===== src/rtl/l1_beat_packer_if.sv =====
// Bundle of the beat stream in, the packed-word stream out and the drop status.
// The producer/consumer side uses master; the packer uses slave.
interface l1_beat_packer_if #(
    parameter int WIDTH = 8
) ();
    logic             in_data;
    logic             in_valid;
    logic             out_valid;
    logic             out_ready;
    logic [WIDTH-1:0] out_word;
    logic [3:0]       out_tag;
    logic [3:0]       out_seq;
    logic [7:0]       drop_cnt;
    logic             overflow;

    modport master (
        output in_data, in_valid, out_ready,
        input  out_valid, out_word, out_tag, out_seq, drop_cnt, overflow
    );

    modport slave (
        input  in_data, in_valid, out_ready,
        output out_valid, out_word, out_tag, out_seq, drop_cnt, overflow
    );
endinterface


===== src/rtl/l1_beat_packer.sv =====
// Packs a 1-bit beat stream LSB-first into WIDTH-bit words, tags each word
// with a wrapping 4-bit sequence number and queues it in a small FIFO.
// The beat stream cannot be stalled, so words arriving to a full FIFO are
// dropped and counted.
module l1_beat_packer #(
    parameter int WIDTH = 8,
    parameter int DEPTH = 2,
    parameter int ID    = 0
) (
    input  logic                clk,
    input  logic                rst_n,
    l1_beat_packer_if.slave     bus
);
    localparam int IW = $clog2(WIDTH);
    localparam int AW = $clog2(DEPTH);

    typedef struct packed {
        logic [3:0]       seq;
        logic [WIDTH-1:0] word;
    } entry_t;

    logic [IW-1:0]    bit_idx_q, bit_idx_d;
    logic [WIDTH-1:0] pack_q, pack_d;
    entry_t           mem_q [DEPTH];
    entry_t           mem_d [DEPTH];
    logic [AW-1:0]    wr_ptr_q, wr_ptr_d;
    logic [AW-1:0]    rd_ptr_q, rd_ptr_d;
    logic [AW:0]      count_q, count_d;
    logic [3:0]       seq_q, seq_d;
    logic [7:0]       drop_cnt_q, drop_cnt_d;
    logic             overflow_q, overflow_d;

    logic word_done;
    logic pop;
    logic push_ok;

    // Next-state: beat shifting, word completion, FIFO push/pop and drop accounting.
    always_comb begin
        bit_idx_d  = bit_idx_q;
        pack_d     = pack_q;
        mem_d      = mem_q;
        wr_ptr_d   = wr_ptr_q;
        rd_ptr_d   = rd_ptr_q;
        count_d    = count_q;
        seq_d      = seq_q;
        drop_cnt_d = drop_cnt_q;
        overflow_d = overflow_q;
        word_done  = 1'b0;

        if (bus.in_valid) begin
            pack_d[bit_idx_q] = bus.in_data;
            if (bit_idx_q == IW'(WIDTH - 1)) begin
                word_done = 1'b1;
                bit_idx_d = '0;
            end else begin
                bit_idx_d = bit_idx_q + IW'(1);
            end
        end

        pop = (count_q != '0) && bus.out_ready;
        // A full FIFO can still take the word if the head leaves this cycle.
        push_ok = word_done && ((count_q != (AW+1)'(DEPTH)) || pop);

        if (pop) begin
            rd_ptr_d = rd_ptr_q + AW'(1);
        end

        if (push_ok) begin
            mem_d[wr_ptr_q] = '{seq: seq_q, word: pack_d};
            wr_ptr_d        = wr_ptr_q + AW'(1);
            seq_d           = seq_q + 4'd1;
        end

        if (push_ok && !pop) begin
            count_d = count_q + (AW+1)'(1);
        end else if (!push_ok && pop) begin
            count_d = count_q - (AW+1)'(1);
        end

        // Refused words do not take a sequence number.
        if (word_done && !push_ok) begin
            overflow_d = 1'b1;
            if (drop_cnt_q != 8'hFF) begin
                drop_cnt_d = drop_cnt_q + 8'd1;
            end
        end
    end

    // State registers; reset discards any partial word and empties the FIFO.
    always_ff @(posedge clk) begin
        if (!rst_n) begin
            bit_idx_q  <= '0;
            pack_q     <= '0;
            wr_ptr_q   <= '0;
            rd_ptr_q   <= '0;
            count_q    <= '0;
            seq_q      <= '0;
            drop_cnt_q <= '0;
            overflow_q <= 1'b0;
            for (int i = 0; i < DEPTH; i++) begin
                mem_q[i] <= '0;
            end
        end else begin
            bit_idx_q  <= bit_idx_d;
            pack_q     <= pack_d;
            wr_ptr_q   <= wr_ptr_d;
            rd_ptr_q   <= rd_ptr_d;
            count_q    <= count_d;
            seq_q      <= seq_d;
            drop_cnt_q <= drop_cnt_d;
            overflow_q <= overflow_d;
            for (int i = 0; i < DEPTH; i++) begin
                mem_q[i] <= mem_d[i];
            end
        end
    end

    // Outputs come straight from registers; nothing from in_* reaches them combinationally.
    assign bus.out_valid = (count_q != '0);
    assign bus.out_word  = mem_q[rd_ptr_q].word;
    assign bus.out_seq   = mem_q[rd_ptr_q].seq;
    assign bus.out_tag   = 4'(ID);
    assign bus.drop_cnt  = drop_cnt_q;
    assign bus.overflow  = overflow_q;
endmodule


===== src/flat_wrapper.sv =====
// flat-port wrapper written by rule: the top's interface ports become plain ports
module l1_beat_packer_flat 
#(
    parameter int WIDTH = 8,
    parameter int DEPTH = 2,
    parameter int ID    = 0
)
  (clk, rst_n, bus_in_data, bus_in_valid, bus_out_ready, bus_out_valid, bus_out_word, bus_out_tag, bus_out_seq, bus_drop_cnt, bus_overflow);
  l1_beat_packer_if #(.WIDTH(WIDTH)) bus_i ();
  input  logic clk;
  input  logic rst_n;
  input wire logic [$bits(bus_i.in_data)-1:0] bus_in_data;
  input wire logic [$bits(bus_i.in_valid)-1:0] bus_in_valid;
  input wire logic [$bits(bus_i.out_ready)-1:0] bus_out_ready;
  output wire logic [$bits(bus_i.out_valid)-1:0] bus_out_valid;
  output wire logic [$bits(bus_i.out_word)-1:0] bus_out_word;
  output wire logic [$bits(bus_i.out_tag)-1:0] bus_out_tag;
  output wire logic [$bits(bus_i.out_seq)-1:0] bus_out_seq;
  output wire logic [$bits(bus_i.drop_cnt)-1:0] bus_drop_cnt;
  output wire logic [$bits(bus_i.overflow)-1:0] bus_overflow;
  assign bus_i.in_data = bus_in_data;
  assign bus_i.in_valid = bus_in_valid;
  assign bus_i.out_ready = bus_out_ready;
  assign bus_out_valid = bus_i.out_valid;
  assign bus_out_word = bus_i.out_word;
  assign bus_out_tag = bus_i.out_tag;
  assign bus_out_seq = bus_i.out_seq;
  assign bus_drop_cnt = bus_i.drop_cnt;
  assign bus_overflow = bus_i.overflow;
  l1_beat_packer #(.WIDTH(WIDTH), .DEPTH(DEPTH), .ID(ID)) u_core (.clk(clk), .rst_n(rst_n), .bus(bus_i));
endmodule

===== config.mk =====
export PLATFORM = sky130hd
export DESIGN_NAME = l1_beat_packer_flat
export DESIGN_NICKNAME = d
export VERILOG_FILES = /design/src/rtl/l1_beat_packer_if.sv /design/src/rtl/l1_beat_packer.sv /design/src/flat_wrapper.sv
export SDC_FILE = /design/constraint.sdc
export NUM_CORES = 1
export LEC_CHECK = 0
export CAP_MARGIN = 20
export CELL_PAD_IN_SITES_DETAIL_PLACEMENT = 1
export CELL_PAD_IN_SITES_GLOBAL_PLACEMENT = 1
export CORE_AREA = 3 3 77 79
export CTS_CLUSTER_DIAMETER = 60
export DETAILED_ROUTE_END_ITERATION = 12
export DIE_AREA = 0 0 80 82
export PLACE_DENSITY = 0.91
export SLEW_MARGIN = 20
export SYNTH_ARGS = -nofsm -noshare
export SYNTH_HDL_FRONTEND = slang
export SYNTH_SLANG_ARGS = --single-unit

===== constraint.sdc =====
create_clock -name clk -period 3.2 [get_ports clk]
set_input_delay 0.64 -clock clk [delete_from_list [all_inputs] [get_ports clk]]
set_output_delay 0.64 -clock clk [all_outputs]
set_load 0.02 [all_outputs]

* After elaboration in Yosys (flattened, before gate mapping) *
Index checks and enable logic that the tools add are counted.

word-level totals
  bits in registers = 52
  bits of input ports = 5
  output and inout bits = 26

cells by class
  add/sub/neg operators = 7
  $lt $le $gt $ge = 5
  eq/ne operators = 3
  mux-type cells = 15
  bitwise operators = 2
  reductions and logical operators = 13

operators with widths
  cell                                                                                  count
  12-bit 2-to-1 mux                                                                     4
  24-bit bitwise mux                                                                    1
  12-bit demux with 1-bit select                                                        1
  8-bit by 1-bit adder with 8-bit output (second input constant)                        1
  8-bit bitwise mux                                                                     1
  8-bit 2-to-1 mux                                                                      1
  8-bit != test (second input constant)                                                 1
  1-bit logical AND                                                                     7
  4-bit by 1-bit adder with 4-bit output (second input constant)                        1
  2-bit greater-or-equal comparator (second input constant)                             2
  3-bit by 4-bit less-than comparator with 1-bit output (second input constant)         1
  2-bit 2-to-1 mux                                                                      2
  1-bit NOT with 2-bit output                                                           2
  2-bit nonzero test                                                                    2
  3-bit by 1-bit adder with 3-bit output (second input constant)                        1
  1-bit demux with 3-bit select                                                         1
  3-bit equality test (second input constant)                                           1
  3-bit by 1-bit greater-or-equal comparator with 1-bit output (second input constant)  1
  1-bit 2-to-1 mux                                                                      3
  3-bit 2-to-1 mux                                                                      1
  1-bit adder (second input constant)                                                   2
  2-bit by 1-bit adder with 2-bit output (second input constant)                        1
  1-bit zero test                                                                       2
  2-bit by 1-bit less-than comparator with 1-bit output (second input constant)         1
  other kinds (4)                                                                       4

* Longest topological paths before layout *
  word-level depth = 8
  gate-level depth with buffers = 9

* Worst setup path after synthesis *
No wires, ideal clock.

  path kind = register -> register
  start point = register u_core.bit_idx_q[1]
  end point = register u_core.count_q[1]
  setup time = 0.071 ns
  data arrival time = 2.036 ns
  setup slack = 1.094 ns
  stages on the path, launching flop included = 9
  buffers on the path = 1
  cell sequence = dfxtp_1 ha_1 ha_1 clkbuf_1 nand2_1 nor2_1 ha_1 or3_1 a21oi_1

between the ends
  cells in the longest elaborated chain, start to end = 7
  elaborated cells on any way between the ends = 9

ends and longest elaborated chain
  element                       line                   text
  start: declaration            l1_beat_packer.sv:22   logic [IW-1:0] bit_idx_q, bit_idx_d;
  start signal: assignment      l1_beat_packer.sv:104  bit_idx_q <= bit_idx_d;
  3-bit equality test (*)       l1_beat_packer.sv:52   if (bit_idx_q == IW'(WIDTH - 1)) begin
  1-bit 2-to-1 mux (*)          l1_beat_packer.sv:52
  1-bit 2-to-1 mux (*)          l1_beat_packer.sv:50   if (bus.in_valid) begin
  1-bit logical AND (*)         l1_beat_packer.sv:62   push_ok = word_done && ((count_q != (AW+1)'(DEPTH)) || pop);
  1-bit zero test               l1_beat_packer.sv:76   end else if (!push_ok && pop) begin
  1-bit logical AND             l1_beat_packer.sv:76
  2-bit nonzero test (no line)  n/a
  end signal: assignment        l1_beat_packer.sv:108  count_q <= count_d;
  end: declaration              l1_beat_packer.sv:28   logic [AW:0] count_q, count_d;

Every way passes the cells marked *; elsewhere a longest branch is shown, timed or not.
A chain may end at the register's enable or synchronous reset.

* Worst setup path after layout *
  start point = register u_core.rd_ptr_q
  end point = output bus_out_word[0]

between the ends
  cells in the longest elaborated chain, start to end = 4

ends and longest elaborated chain
  element                                                line                   text
  start: declaration                                     l1_beat_packer.sv:27   logic [AW-1:0] rd_ptr_q, rd_ptr_d;
  start signal: assignment                               l1_beat_packer.sv:107  rd_ptr_q <= rd_ptr_d;
  1-bit NOT with 2-bit output (implied by the code)      l1_beat_packer.sv:120  assign bus.out_word = mem_q[rd_ptr_q].word;
  12-bit 2-to-1 mux (implied by the code) (3 in series)  l1_beat_packer.sv:120
  end: declaration                                       flat_wrapper.sv:16     output wire logic [$bits(bus_i.out_word)-1:0] bus_out_word;

Every way passes these cells. The select of a mux whose other input is x is not followed.

==> results.ini <==
[outcome]
status = complete, no violations

[synth]
synth.distinct_cells = 41
ys.flop_type = dfxtp_1
synth-seq-area-share_pct = 43.5
synth_area_um2 = 2390
synth_edf_count = 0
yosys_register_bits = 52
synthArstFlopShare_pct = 0
syn_avg_cell_area_um2 = 9.17
yosysWarnings = 0
syn_inst = 261

[layout]
fin_cells = 351
area_delta_synth_final_pct = 16.3
n_antenna_cell = 0
drive_gt1_share_pct = 10.8
finalNetCount = 288

[setup_path]
r2r-start = u_core.bit_idx_q[0]$_SDFFE_PN0P_
crit_path_end = bus_out_word[0]
ff2ff_setup_slack_ps = 840
worstSetupEndpointType = output port
cp.arrival_ps = 1980
worstReg2RegEnd = u_core.count_q[1]$_SDFFE_PN0P_
crit_path_start = u_core.rd_ptr_q$_SDFFE_PN0P_
crit_required_ps = 2560
cp_max_fo = 13
criticalPathCategory = flop to output port
critical_path.startpoint_type = flop
rr_worst_depth = 7

[global_route]
antenna_found_initial = 0
grt_use_total_pct = 19.4
grt_busiest_layer = met2
grtUsageMet1_pct = 25.7
grt_pass1_wl_um = 10000
grt_pass1_vias = 2024
grt.met3_usage_pct = 3.40
grt_max_degree = 30
grt.overflow.total = 0
met2_usage_pct = 31.8

[die]
fp.dieH_um = 82
start_util_pct = 44.3
dieArea_um2 = 6560
io_pins = 31
coreArea_um2 = 5410
num_rows = 27
fp.dieW_um = 80

[routing]
drc = 0
drtPass1Iterations = 4
viasPerCell = 5.66
postRouteAntennaNets = 0
vias = 1985
wl_per_cell_um = 16.7
drt_iter0_markers = 90
routed_wl_um = 5880

[clocking]
numCtsBuffers = 5
clk_latency_ps = 310
cts_setup_buffers = 0
path_clk_slew_ps = 90
clock_path_buffers = 2
ctsRootBufferMaster = clkbuf_8
cts_resized = 0
cts.sinks = 52
htreeDepth = 2
cts_tree = yes
hold_buffers = 0

[timing]
fin_tns_setup_ps = 0
fin_worst_skew_ps = 7.36
min_period_over_period_pct = 81.9
slew_viol_final = 0
tightest_slew_ps = 616
slew_headroom_pct = 58.9
hold_violations = 0
finalSetupViolCount = 0
max_freq_mhz = 382
final.min_clock_period_ps = 2620
holdWs_ps = 491
rsz0062_at_grt = no

[power_and_ir_drop]
pwr-share-seq_pct = 59.2
p_total_mw = 1.11
p_clk_share_pct = 36.1
p_switching_mw = 0.265
peakVddDrop_v = 0.000217
p_int_mw = 0.848
p_per_area_nw_per_um2 = 400
cellLeakagePower_nw = 0.981
power_frac_comb_pct = 4.7
switching_share_pct = 23.8

[place]
gp_congestion = 0.764
place_inst = 343
hpwl_um = 4090
portBuffers = 26

[min_path]
whs_path_depth = 2
holdCritPathClass = flop to flop
min_from = u_core.mem_q[8]$_SDFFE_PN0P_

[job]
max_cap_violations = 0

==> layout make-up <==
type / count / area (µm²)
flip-flops and latches: 52 / 1040
clock buffers: 6 / 82.6
repair buffers: 31 / 298
fillers: 629 / 2620
multi-input cells: 185 / 1250
well taps: 72 / 90.1
clock inverters: 2 / 13.8
inverters: 3 / 11.3
==> critical path, stage by stage, from the launching register on <==
cell,delay [ps]
dfxtp_1,720
mux2_2,410
clkdlybuf4s50_1,540
==> logic make-up (layout without fill, tap and decap cells) <==
family / after synthesis / in the layout / share of synthesized area, %
simple gates: 76 / 76 / 18.1
compound gates: 70 / 70 / 17.5
flops: 52 / 52 / 43.5
mux: 27 / 27 / 12.0
buf+inv: 27 / 42 / 5.07
fa+ha+maj: 5 / 5 / 2.61
xor+xnor: 3 / 3 / 1.10
other cells: 1 / 4 / 0.157
==> worst min-delay path by stage <==
stage,to
after floorplan,u_core.mem_q[11]$_SDFFE_PN0P_
after global placement,u_core.mem_q[22]$_SDFFE_PN0P_
after detailed placement,u_core.mem_q[21]$_SDFFE_PN0P_
after CTS,u_core.mem_q[8]$_SDFFE_PN0P_
after global routing,u_core.mem_q[8]$_SDFFE_PN0P_
final,u_core.mem_q[8]$_SDFFE_PN0P_
==> per-layer routing <==
metal / vias up / wire [µm]
met5: - / 0
met4: 0 / 68
met3: 5 / 142
met2: 29 / 2860
met1: 966 / 2810
li1: 985 / -
==> placed cells by master, fill, tap and decap left out, types with 3 or more instances in the layout <==
master and count:
nor4_1 3, nand4b_1 4, mux2i_1 14, buf_4 5, mux2_2 13, a211oi_1 17, or4_1 3, nand3_1 13
conb_1 4, nand4_1 5, nor4bb_1 3, nand2_1 8, ha_1 5, o21ai_0 14, clkdlybuf4s50_1 26, a21oi_1 32
dfxtp_1 52, clkbuf_8 6, nor2_1 17, nand2b_1 4, xor2_1 3
==> power by group through the flow <==
stage	Combinational (mW)	Sequential, mW	Clock, mW
floorplan	0.0445	0.670	0
global placement	0.0510	0.674	0
detailed placement	0.0521	0.674	0
CTS	0.0527	0.659	0.413
global route	0.0585	0.661	0.436
finish	0.0528	0.659	0.402
==> cells in the mapped netlist (2+ instances only) <==
cell      instances  share of area (%)
a211oi_1         17                5.3
nand2b_1          4                1.0
ha_1              5                2.6
o21ai_0          14                2.9
nor3b_1           2               0.63
buf_4             4                1.3
nor2_1           17                2.7
a21oi_1          32                6.7
nor3_1            2               0.42
nand4_1           5                1.3
nand2_1           8                1.3
mux2i_1          14                5.9
o31ai_1           2               0.63
or4_1             3               0.94
nand4b_1          4                1.5
nor4_1            3               0.78
and3_1            2               0.52
nand3_1          13                2.7
mux2_2           13                6.1
clkbuf_1         14                2.2
inv_1             2               0.31
xor2_1            3                1.1
nand3b_1          2               0.63
nor4bb_1          3                1.3
dfxtp_1          52                 43
buf_2             4               0.84
or3_1             2               0.52
buf_1             2               0.31
==> flip-flops by register name, indices dropped and copies added (netlist names), 2 cells and up <==
signal               flops
u_core.bit_idx_q         3
u_core.bus.drop_cnt      8
u_core.count_q           2
u_core.mem_q            24
u_core.pack_q            8
u_core.seq_q             4
==> through the flow <==
step | setup slack [ps] | util [%] | area, µm²
CTS | 550 | 51.5 | 2780
global route | 471 | 51.5 | 2780
finish | 580 | 51.5 | 2780
detailed placement | 663 | 49.7 | 2690
floorplan | 1090 | - | 2400
global placement | 714 | 49.7 | 2690
No activity file was read; power rests on OpenSTA's default activity.
